## src/rtl/taxi_pkg.sv

```systemverilog
// Shared fare-meter definitions: FSM state encoding, default tariff constants
// and the saturating fare accumulator used by the top level.
package taxi_pkg;

  typedef enum logic [1:0] {
    ST_IDLE = 2'd0,
    ST_RUN  = 2'd1,
    ST_HOLD = 2'd2,
    ST_DONE = 2'd3
  } fare_state_e;

  localparam int unsigned DEF_BASE_FARE = 1300;
  localparam int unsigned DEF_BASE_DIST = 3000;
  localparam int unsigned DEF_STEP_DIST = 500;
  localparam int unsigned DEF_STEP_LOW  = 100;
  localparam int unsigned DEF_STEP_HIGH = 150;
  localparam int unsigned DEF_FAR_DIST  = 10000;
  localparam int unsigned DEF_WAIT_STEP = 6000;
  localparam int unsigned DEF_WAIT_FEE  = 50;
  localparam int unsigned DEF_FARE_MAX  = 999999;

  // Two extra headroom bits so the sum can never wrap before it is clamped.
  function automatic logic [31:0] sat_add(input logic [31:0] fare,
                                          input logic [31:0] inc_a,
                                          input logic [31:0] inc_b,
                                          input logic [31:0] ceiling);
    logic [33:0] sum;
    sum = {2'b00, fare} + {2'b00, inc_a} + {2'b00, inc_b};
    return (sum > {2'b00, ceiling}) ? ceiling : sum[31:0];
  endfunction

endpackage

```

## src/rtl/taxi_mark_counter.sv

```systemverilog
// Tracks the next billing threshold for one cumulative input (distance or wait):
// compares, advances one step per billed crossing, and slides past paused spans.
module taxi_mark_counter
  import taxi_pkg::*;
#(
  parameter int unsigned MARK_OFFSET  = DEF_BASE_DIST + DEF_STEP_DIST,
  parameter int unsigned LIMIT_OFFSET = DEF_FAR_DIST,
  parameter int unsigned STEP         = DEF_STEP_DIST,
  parameter int unsigned FEE_NEAR     = DEF_STEP_LOW,
  parameter int unsigned FEE_FAR      = DEF_STEP_HIGH
) (
  input  logic        clk,
  input  logic        rst,
  input  logic [31:0] value_i,
  input  logic        load_i,
  input  logic        bill_i,
  input  logic        capture_i,
  input  logic        resume_i,
  output logic [31:0] fee_o
);

  localparam logic [31:0] MARK_W  = 32'(MARK_OFFSET);
  localparam logic [31:0] LIMIT_W = 32'(LIMIT_OFFSET);
  localparam logic [31:0] STEP_W  = 32'(STEP);
  localparam logic [31:0] NEAR_W  = 32'(FEE_NEAR);
  localparam logic [31:0] FAR_W   = 32'(FEE_FAR);

  logic [31:0] mark_q, mark_d;
  logic [31:0] limit_q, limit_d;
  logic [31:0] cap_q, cap_d;
  logic [31:0] shift;
  logic        hit;
  logic        advance;

  assign hit     = value_i >= mark_q;
  assign advance = bill_i && hit;
  assign shift   = value_i - cap_q;

  // The limit moves with the mark, so the near/far decision stays relative to trip start.
  assign fee_o = advance ? ((mark_q <= limit_q) ? NEAR_W : FAR_W) : '0;

  always_comb begin
    // NOTE: every next-state variable gets its hold value first, so no path leaves it unassigned and no latch is inferred.
    mark_d  = mark_q;
    limit_d = limit_q;
    cap_d   = cap_q;
    if (load_i) begin
      mark_d  = value_i + MARK_W;
      limit_d = value_i + LIMIT_W;
    end else if (resume_i) begin
      mark_d  = mark_q + shift;
      limit_d = limit_q + shift;
    end else if (advance) begin
      mark_d  = mark_q + STEP_W;
    end
    if (capture_i) cap_d = value_i;
  end

  always_ff @(posedge clk or posedge rst) begin
    if (rst) begin
      mark_q  <= '0;
      limit_q <= '0;
      cap_q   <= '0;
    end else begin
      mark_q  <= mark_d;
      limit_q <= limit_d;
      cap_q   <= cap_d;
    end
  end

endmodule

```

## src/rtl/taxi_fare.sv

```systemverilog
// Taxi meter: trip FSM driven by the start button edge and pause level,
// accumulating distance and waiting charges into a saturating fare register.
module taxi_fare
  import taxi_pkg::*;
#(
  parameter int unsigned BASE_FARE = DEF_BASE_FARE,
  parameter int unsigned BASE_DIST = DEF_BASE_DIST,
  parameter int unsigned STEP_DIST = DEF_STEP_DIST,
  parameter int unsigned STEP_LOW  = DEF_STEP_LOW,
  parameter int unsigned STEP_HIGH = DEF_STEP_HIGH,
  parameter int unsigned FAR_DIST  = DEF_FAR_DIST,
  parameter int unsigned WAIT_STEP = DEF_WAIT_STEP,
  parameter int unsigned WAIT_FEE  = DEF_WAIT_FEE,
  parameter int unsigned FARE_MAX  = DEF_FARE_MAX
) (
  input  logic        clk,
  input  logic        rst,
  input  logic        start,
  input  logic        pause,
  input  logic [31:0] distance,
  input  logic [31:0] wait_time,
  output logic [31:0] money,
  output logic [1:0]  fare_state
);

  localparam logic [31:0] FARE_MAX_W = 32'(FARE_MAX);
  localparam logic [31:0] BASE_W     = (BASE_FARE > FARE_MAX) ? FARE_MAX_W : 32'(BASE_FARE);

  fare_state_e state_q, state_d;
  logic        start_q;
  logic        start_edge;
  logic        enter_run, capture, resume, bill;
  logic [31:0] money_q, money_d;
  logic [31:0] dist_fee, wait_fee;

  assign start_edge = start && !start_q;

  taxi_mark_counter #(
    .MARK_OFFSET (BASE_DIST + STEP_DIST),
    .LIMIT_OFFSET(FAR_DIST),
    .STEP        (STEP_DIST),
    .FEE_NEAR    (STEP_LOW),
    .FEE_FAR     (STEP_HIGH)
  ) u_dist (
    .clk      (clk),
    .rst      (rst),
    .value_i  (distance),
    .load_i   (enter_run),
    .bill_i   (bill),
    .capture_i(capture),
    .resume_i (resume),
    .fee_o    (dist_fee)
  );

  // Waiting is billed at a flat rate, so both fee slots carry the same value.
  taxi_mark_counter #(
    .MARK_OFFSET (WAIT_STEP),
    .LIMIT_OFFSET(0),
    .STEP        (WAIT_STEP),
    .FEE_NEAR    (WAIT_FEE),
    .FEE_FAR     (WAIT_FEE)
  ) u_wait (
    .clk      (clk),
    .rst      (rst),
    .value_i  (wait_time),
    .load_i   (enter_run),
    .bill_i   (bill),
    .capture_i(capture),
    .resume_i (resume),
    .fee_o    (wait_fee)
  );

  always_comb begin
    state_d   = state_q;
    enter_run = 1'b0;
    capture   = 1'b0;
    resume    = 1'b0;
    bill      = 1'b0;
    case (state_q)
      ST_IDLE, ST_DONE: begin
        if (start_edge) begin
          state_d   = ST_RUN;
          enter_run = 1'b1;
        end
      end
      ST_RUN: begin
        if (start_edge) begin
          state_d = ST_DONE;
        end else if (pause) begin
          state_d = ST_HOLD;
          capture = 1'b1;
        end else begin
          bill = 1'b1;
        end
      end
      ST_HOLD: begin
        if (start_edge) begin
          state_d = ST_DONE;
        end else if (!pause) begin
          state_d = ST_RUN;
          resume  = 1'b1;
        end
      end
      default: state_d = ST_IDLE;
    endcase
  end

  always_comb begin
    money_d = money_q;
    if (enter_run)  money_d = BASE_W;
    else if (bill)  money_d = sat_add(money_q, dist_fee, wait_fee, FARE_MAX_W);
  end

  always_ff @(posedge clk or posedge rst) begin
    if (rst) begin
      state_q <= ST_IDLE;
      start_q <= 1'b0;
      money_q <= '0;
    end else begin
      // NOTE: non-blocking updates let every register see the pre-edge values of the others.
      state_q <= state_d;
      start_q <= start;
      money_q <= money_d;
    end
  end

  assign money      = money_q;
  assign fare_state = state_q;

endmodule

```

## config.mk

```make
export PLATFORM = sky130hd
export DESIGN_NAME = taxi_fare
export DESIGN_NICKNAME = d
export VERILOG_FILES = /design/src/rtl/taxi_pkg.sv /design/src/rtl/taxi_mark_counter.sv /design/src/rtl/taxi_fare.sv
export SDC_FILE = /design/constraint.sdc
export NUM_CORES = 1
export LEC_CHECK = 0
export BUFFER_PORTS_ARGS = -buffer_cell sky130_fd_sc_hd__buf_2
export CAP_MARGIN = 20
export CORE_ASPECT_RATIO = 0.5
export CORE_MARGIN = 10
export CORE_UTILIZATION = 40
export DETAILED_ROUTE_END_ITERATION = 8
export HOLD_SLACK_MARGIN = 0.15
export PLACE_DENSITY_LB_ADDON = 0.2
export SYNTH_ARGS = -nofsm -noshare
export SYNTH_HDL_FRONTEND = slang
export SYNTH_SLANG_ARGS = --single-unit
```

## constraint.sdc

```tcl
create_clock -name clk -period 15.65 [get_ports clk]
set_clock_uncertainty 0.1 [all_clocks]
set_input_delay 1.565 -clock clk [delete_from_list [all_inputs] [get_ports clk]]
set_output_delay 1.565 -clock clk [all_outputs]
set_load 0.03 [all_outputs]
```

# After elaboration in Yosys (flattened, before gate mapping)
# Index checks and enable logic that the tools add are counted.
# word_totals
wordCells,70
ff_bits,195
in_bits,68
# op_classes
n_addsub,12
n_lt_le_gt_ge,4
n_reduce_logical,11
n_eq_ne,6
n_mux,29
# ops
cell,n
$mux 32,12
$add 32x32->32,3
$add 32x13->32 const B,2
$ge 32x32->1,2
$sub 32x32->32,2
$add 33x32->34,1
$gt 34x20->1 const B,1
$add 32x32->33,1
$add 32x12->32 const B,1
$add 32x14->32 const B,1
$add 32x9->32 const B,1
$le 32x32->1,1
$mux 2,5
$mux 1,9
$mux 8,1
$mux 6,1
$ne 3x3->1 const B,2
$pmux 2 s3,1
$reduce_bool 3->1,2
$eq 2x2->1 const B,2
$reduce_bool 2->1,2
$logic_and 1x1->1,3
$reduce_and 3->1,1
$eq 2x1->1 const B,1
4 further kinds,4

# Logic depth before layout (Yosys ltp)
# logic_depth
depth_word,12
ltp_mapped,28

# Modules after synthesis
# From an unflattened synthesis, not the netlist that was laid out.
# hier_totals
cells_unflattened,2950
area_unflattened_um2,23860.4
# modules_own_cells
module,seq_area_each_um2,cells_per_inst,area_each_um2,instances
taxi_mark_counter (u_dist),2402.3,1576,12187.9,1
taxi_mark_counter (u_wait),1601.5,917,7609.8,1
taxi_fare,875.8,457,4062.6,1

# Worst setup path after synthesis
# No wires, ideal clock.
# synth_path
kind,input -> register
from,input port distance[13]
to,"register money_q[9], in the netlist money[9]"
arrival_ns,6.359
setup_ns,0.123
slack_ns,9.068
stages,25
n_path_buf,2
cell_sequence,ha_1 a21o_1 a21o_1 a221o_1 a221oi_1 o21ai_0 a21o_1 a22o_1 clkbuf_1 and2_1 xor2_1 ha_1 a21o_1 ha_1 a21oi_1 o21ai_1 a21o_1 a31o_2 a2111oi_0 a31oi_1 a211oi_1 and3_1 buf_2 nand3_2 o221a_2
# synth_via
elab_chain_len,9
# synth_rtl
element,line_no,text
"start, declared",taxi_fare.sv:20,"input logic [31:0] distance,"
$ge 32x32->1 (*),taxi_mark_counter.sv:35,assign hit = value_i >= mark_q;
$logic_and 1x1->1 (*),taxi_mark_counter.sv:36,assign advance = bill_i && hit;
$mux 32 (*),taxi_mark_counter.sv:40,assign fee_o = advance ? ((mark_q <= limit_q) ? NEAR_W : FAR_W) : '0;
$add 32x32->33 (*),taxi_pkg.sv:28,"sum = {2'b00, fare} + {2'b00, inc_a} + {2'b00, inc_b};"
$add 33x32->34 (*),taxi_pkg.sv:28,
$gt 34x20->1,taxi_pkg.sv:29,"return (sum > {2'b00, ceiling}) ? ceiling : sum[31:0];"
$mux 32 (*),taxi_pkg.sv:29,
$mux 32 (*),taxi_fare.sv:111,"else if (bill) money_d = sat_add(money_q, dist_fee, wait_fee, FARE_MAX_W);"
$mux 32 (*),taxi_fare.sv:110,if (enter_run) money_d = BASE_W;
"end signal, assigned",taxi_fare.sv:123,money_q <= money_d;
"end, declared",taxi_fare.sv:33,"logic [31:0] money_q, money_d;"
# Every way passes the cells marked *; elsewhere a longest branch is shown, timed or not. The select of a mux whose other input is x is not followed.
# A chain may end at the register's enable or synchronous reset.

# Worst setup path in the final report
# Ends and elaborated chain as after synthesis.

==> results.py <==
metrics = {
    "sta": {
        "whs_ns": 0.395,
        "finalCriticalPeriod_ns": 7.75,
        "slew_headroom_pct": 27.6,
        "worstMarginPinSlew_ns": 1.09,
        "maxSlewViolCount": 0,
        "rsz0062_at_grt": "no",
        "fin_crit_sh_pct": 49.5,
        "max_freq_ghz": 0.129,
        "finalSetupViolCount": 0,
        "hold_violations": 0,
        "setup-tns-final_ns": 0,
    },
    "finish": {
        "nets": 2971,
        "fill_cells": 5307,
        "regArea_sq_um": 4880,
        "diodes": 0,
        "multi_input_area_sq_um": 14700,
        "area_delta_synth_final_pct": 8.32,
        "drive_above_1_share_pct": 8.41,
    },
    "yosys": {
        "synth.distinct_cells": 84,
        "ys_seq_elements": 195,
        "postSynthCellCount": 2584,
        "yosysTopAreaCell": "dfrtp_1",
        "postSynth.asyncResetShare_pct": 100,
        "avgSynthCellArea_sq_um": 8.09,
        "synth_top_cell_area_share_pct": 23.4,
        "synth_edf_count": 0,
        "synth.most_common_cell": "inv_1",
        "synthTopCellsByArea": "dfrtp_1, ha_1, xnor2_1",
        "synth_ff_type": "dfrtp_1",
        "synth_commonest_cells": "inv_1, ha_1, nand2_1, dfrtp_1, a21oi_1",
        "yosys_warnings": 0,
        "syn_nets": 2927,
        "yosysSeqAreaShare_pct": 23.4,
        "synth_area_sq_um": 20900,
    },
    "die": {
        "std_cell_rows": 59,
        "start_util_pct": 40.3,
        "core_area_sq_um": 51800,
        "dieArea_sq_um": 62300,
        "die_w_microns": 343,
        "dieHeight_microns": 182,
        "ios": 102,
    },
    "clock_network": {
        "clk_pin_slew_ns": 0.09,
        "cts_tree": "done",
        "cts_setup_buffers": 0,
        "htreeDepth": 4,
        "max-clock-path-buffers": 2,
        "postCtsHoldBufs": 0,
        "cts_num_sinks": 195,
        "cts_buffers": 17,
        "clk_latency_ns": 0.49,
        "postCtsResizedCells": 0,
        "cts_root_buf": "clkbuf_16",
    },
    "global_routing": {
        "grt_pass1_wl_microns": 102000,
        "grt-ovfl-total": 0,
        "grt_pass1_vias": 18000,
        "antenna_found_initial": 1,
        "grt_max_degree": 86,
        "grt_usage_pct": 20.2,
    },
    "setup_path": {
        "critPathKind": "input port to flop",
        "crit_fanout": 17,
        "cp-end-kind": "flop",
        "startpoint_type": "input port",
        "worstPathRequired_ns": 15.91,
        "crit_arrival_ns": 8.02,
    },
    "detailed_routing": {
        "num_vias": 18900,
        "detail_route.iter0.violations": 1302,
        "drc": 0,
        "antenna_left": 0,
        "avgRoutedWirePerCell_microns": 19.0,
        "drt_first_pass_iters": 7,
        "totalWireLength_microns": 63500,
        "viasPerCell": 5.65,
    },
    "place": {
        "gp_congestion": 0.897,
        "port-buffer-count": 101,
        "dp.final_hpwl_microns": 48200,
    },
    "job": {
        "cap_violations": 0,
    },
    "hold_path": {
        "hold_path.class": "flop to flop",
    },
    "outcome": {
        "status": "complete, no violations",
    },
}
cell type report:
class	instances	share of cell area, %
clock inverter	11	0.404
tap	701	3.88
multi-input combinational	2030	64.9
inverter	267	4.46
timing repair buffer	117	2.76
clock buffer	21	2.03
sequential	195	21.6
per-stage QoR:
stage                     util (%)  setup slack, ns  area, sq um  cells
after global routing          43.7             7.38        22600   3342
after floorplan                  -             8.67        20900   2584
after global placement        42.6             7.60        22100   3310
final                         43.7             7.90        22600   3342
after detailed placement      42.6             7.53        22100   3310
after CTS                     43.7             8.01        22600   3342
metal layers:
metal	wire, microns	vias up	part of all wire, %	track usage (%)
li1	-	9370	-	-
met5	13	-	0.020	0
met2	28500	426	45	32.1
met3	2930	61	4.6	2.66
met1	30900	9018	49	28.5
met4	1150	2	1.8	4.81
worst max-delay path, stage by stage:
cell and delay [ns]:
buf_2 0.17, ha_1 0.32, a21o_1 0.18, a21o_1 0.16, a221o_1 0.31, a221oi_1 0.23
o21ai_0 0.22, a21o_1 0.26, a22o_1 0.39, inv_1 0.15, nor2_1 0.12, xor2_1 0.19
ha_1 0.19, a21o_1 0.15, ha_1 0.20, fa_1 0.42, a31o_2 0.27, a21boi_1 0.24
o21a_1 0.29, nor2_1 0.19, a31oi_1 0.20, o22ai_1 0.10, a211oi_1 0.16, and3_1 0.60
nand3_2 0.34, o221a_2 0.41
cells by family after synthesis:
family	share of synthesized area, %
compound gates	24.7
xor+xnor	9.60
fa+ha+maj	17.7
buf+inv	6.52
flops	23.4
mux	1.71
simple gates	16.4
placed cells by master (no fill, tap or decap), types with 8 or more instances in the layout:
cell,synthesis,routed
and2_1,19,17
nor2_1,158,156
xnor2_1,155,155
clkbuf_16,0,17
buf_4,1,16
inv_1,266,265
ha_1,240,240
nor3_1,46,46
mux2_2,30,30
a21oi_1,192,192
nand2_1,210,208
o31ai_1,10,10
o221ai_1,9,9
xor2_1,74,74
a221oi_1,11,11
o22ai_1,23,23
o21bai_1,20,20
or3_1,18,18
a221o_1,8,8
a211oi_1,46,46
dfrtp_1,195,195
nor4_1,13,13
or2_2,9,9
o21a_1,31,31
a31oi_1,40,40
nor2b_1,17,17
buf_2,9,101
a22oi_1,14,14
o21ai_0,168,168
nand3_1,72,71
and3_1,44,44
a21boi_0,8,8
o211ai_1,33,33
nand2b_1,22,22
a21o_1,82,82
fa_1,35,35
nand4_1,51,51
flip-flops by register name (all words and copies together), names as in the netlist:
signal	count
money	32
u_dist.cap_q	32
u_dist.limit_q	32
u_dist.mark_q	32
u_wait.cap_q	32
u_wait.mark_q	32
fare_state	2
start_q	1
path summary, 6_finish.rpt:
check                                        from  slack [ns]  cells after the start                end
min in group asynchronous                     rst        1.05                      2    u_wait.cap_q[6]
worst max-delay path                 distance[13]        7.90                     26           money[9]
worst max register to register  u_dist.mark_q[13]        8.59                     26           money[9]
max in group asynchronous                     rst       12.32                      4  u_dist.mark_q[17]
worst min register to register    u_dist.cap_q[3]        0.39                      2    u_dist.cap_q[3]
worst min-delay path              u_dist.cap_q[3]        0.39                      2    u_dist.cap_q[3]
Power is left out: the tool's default activity adds up to more than one toggle a clock period on the data nets, which glitch-free logic cannot reach.
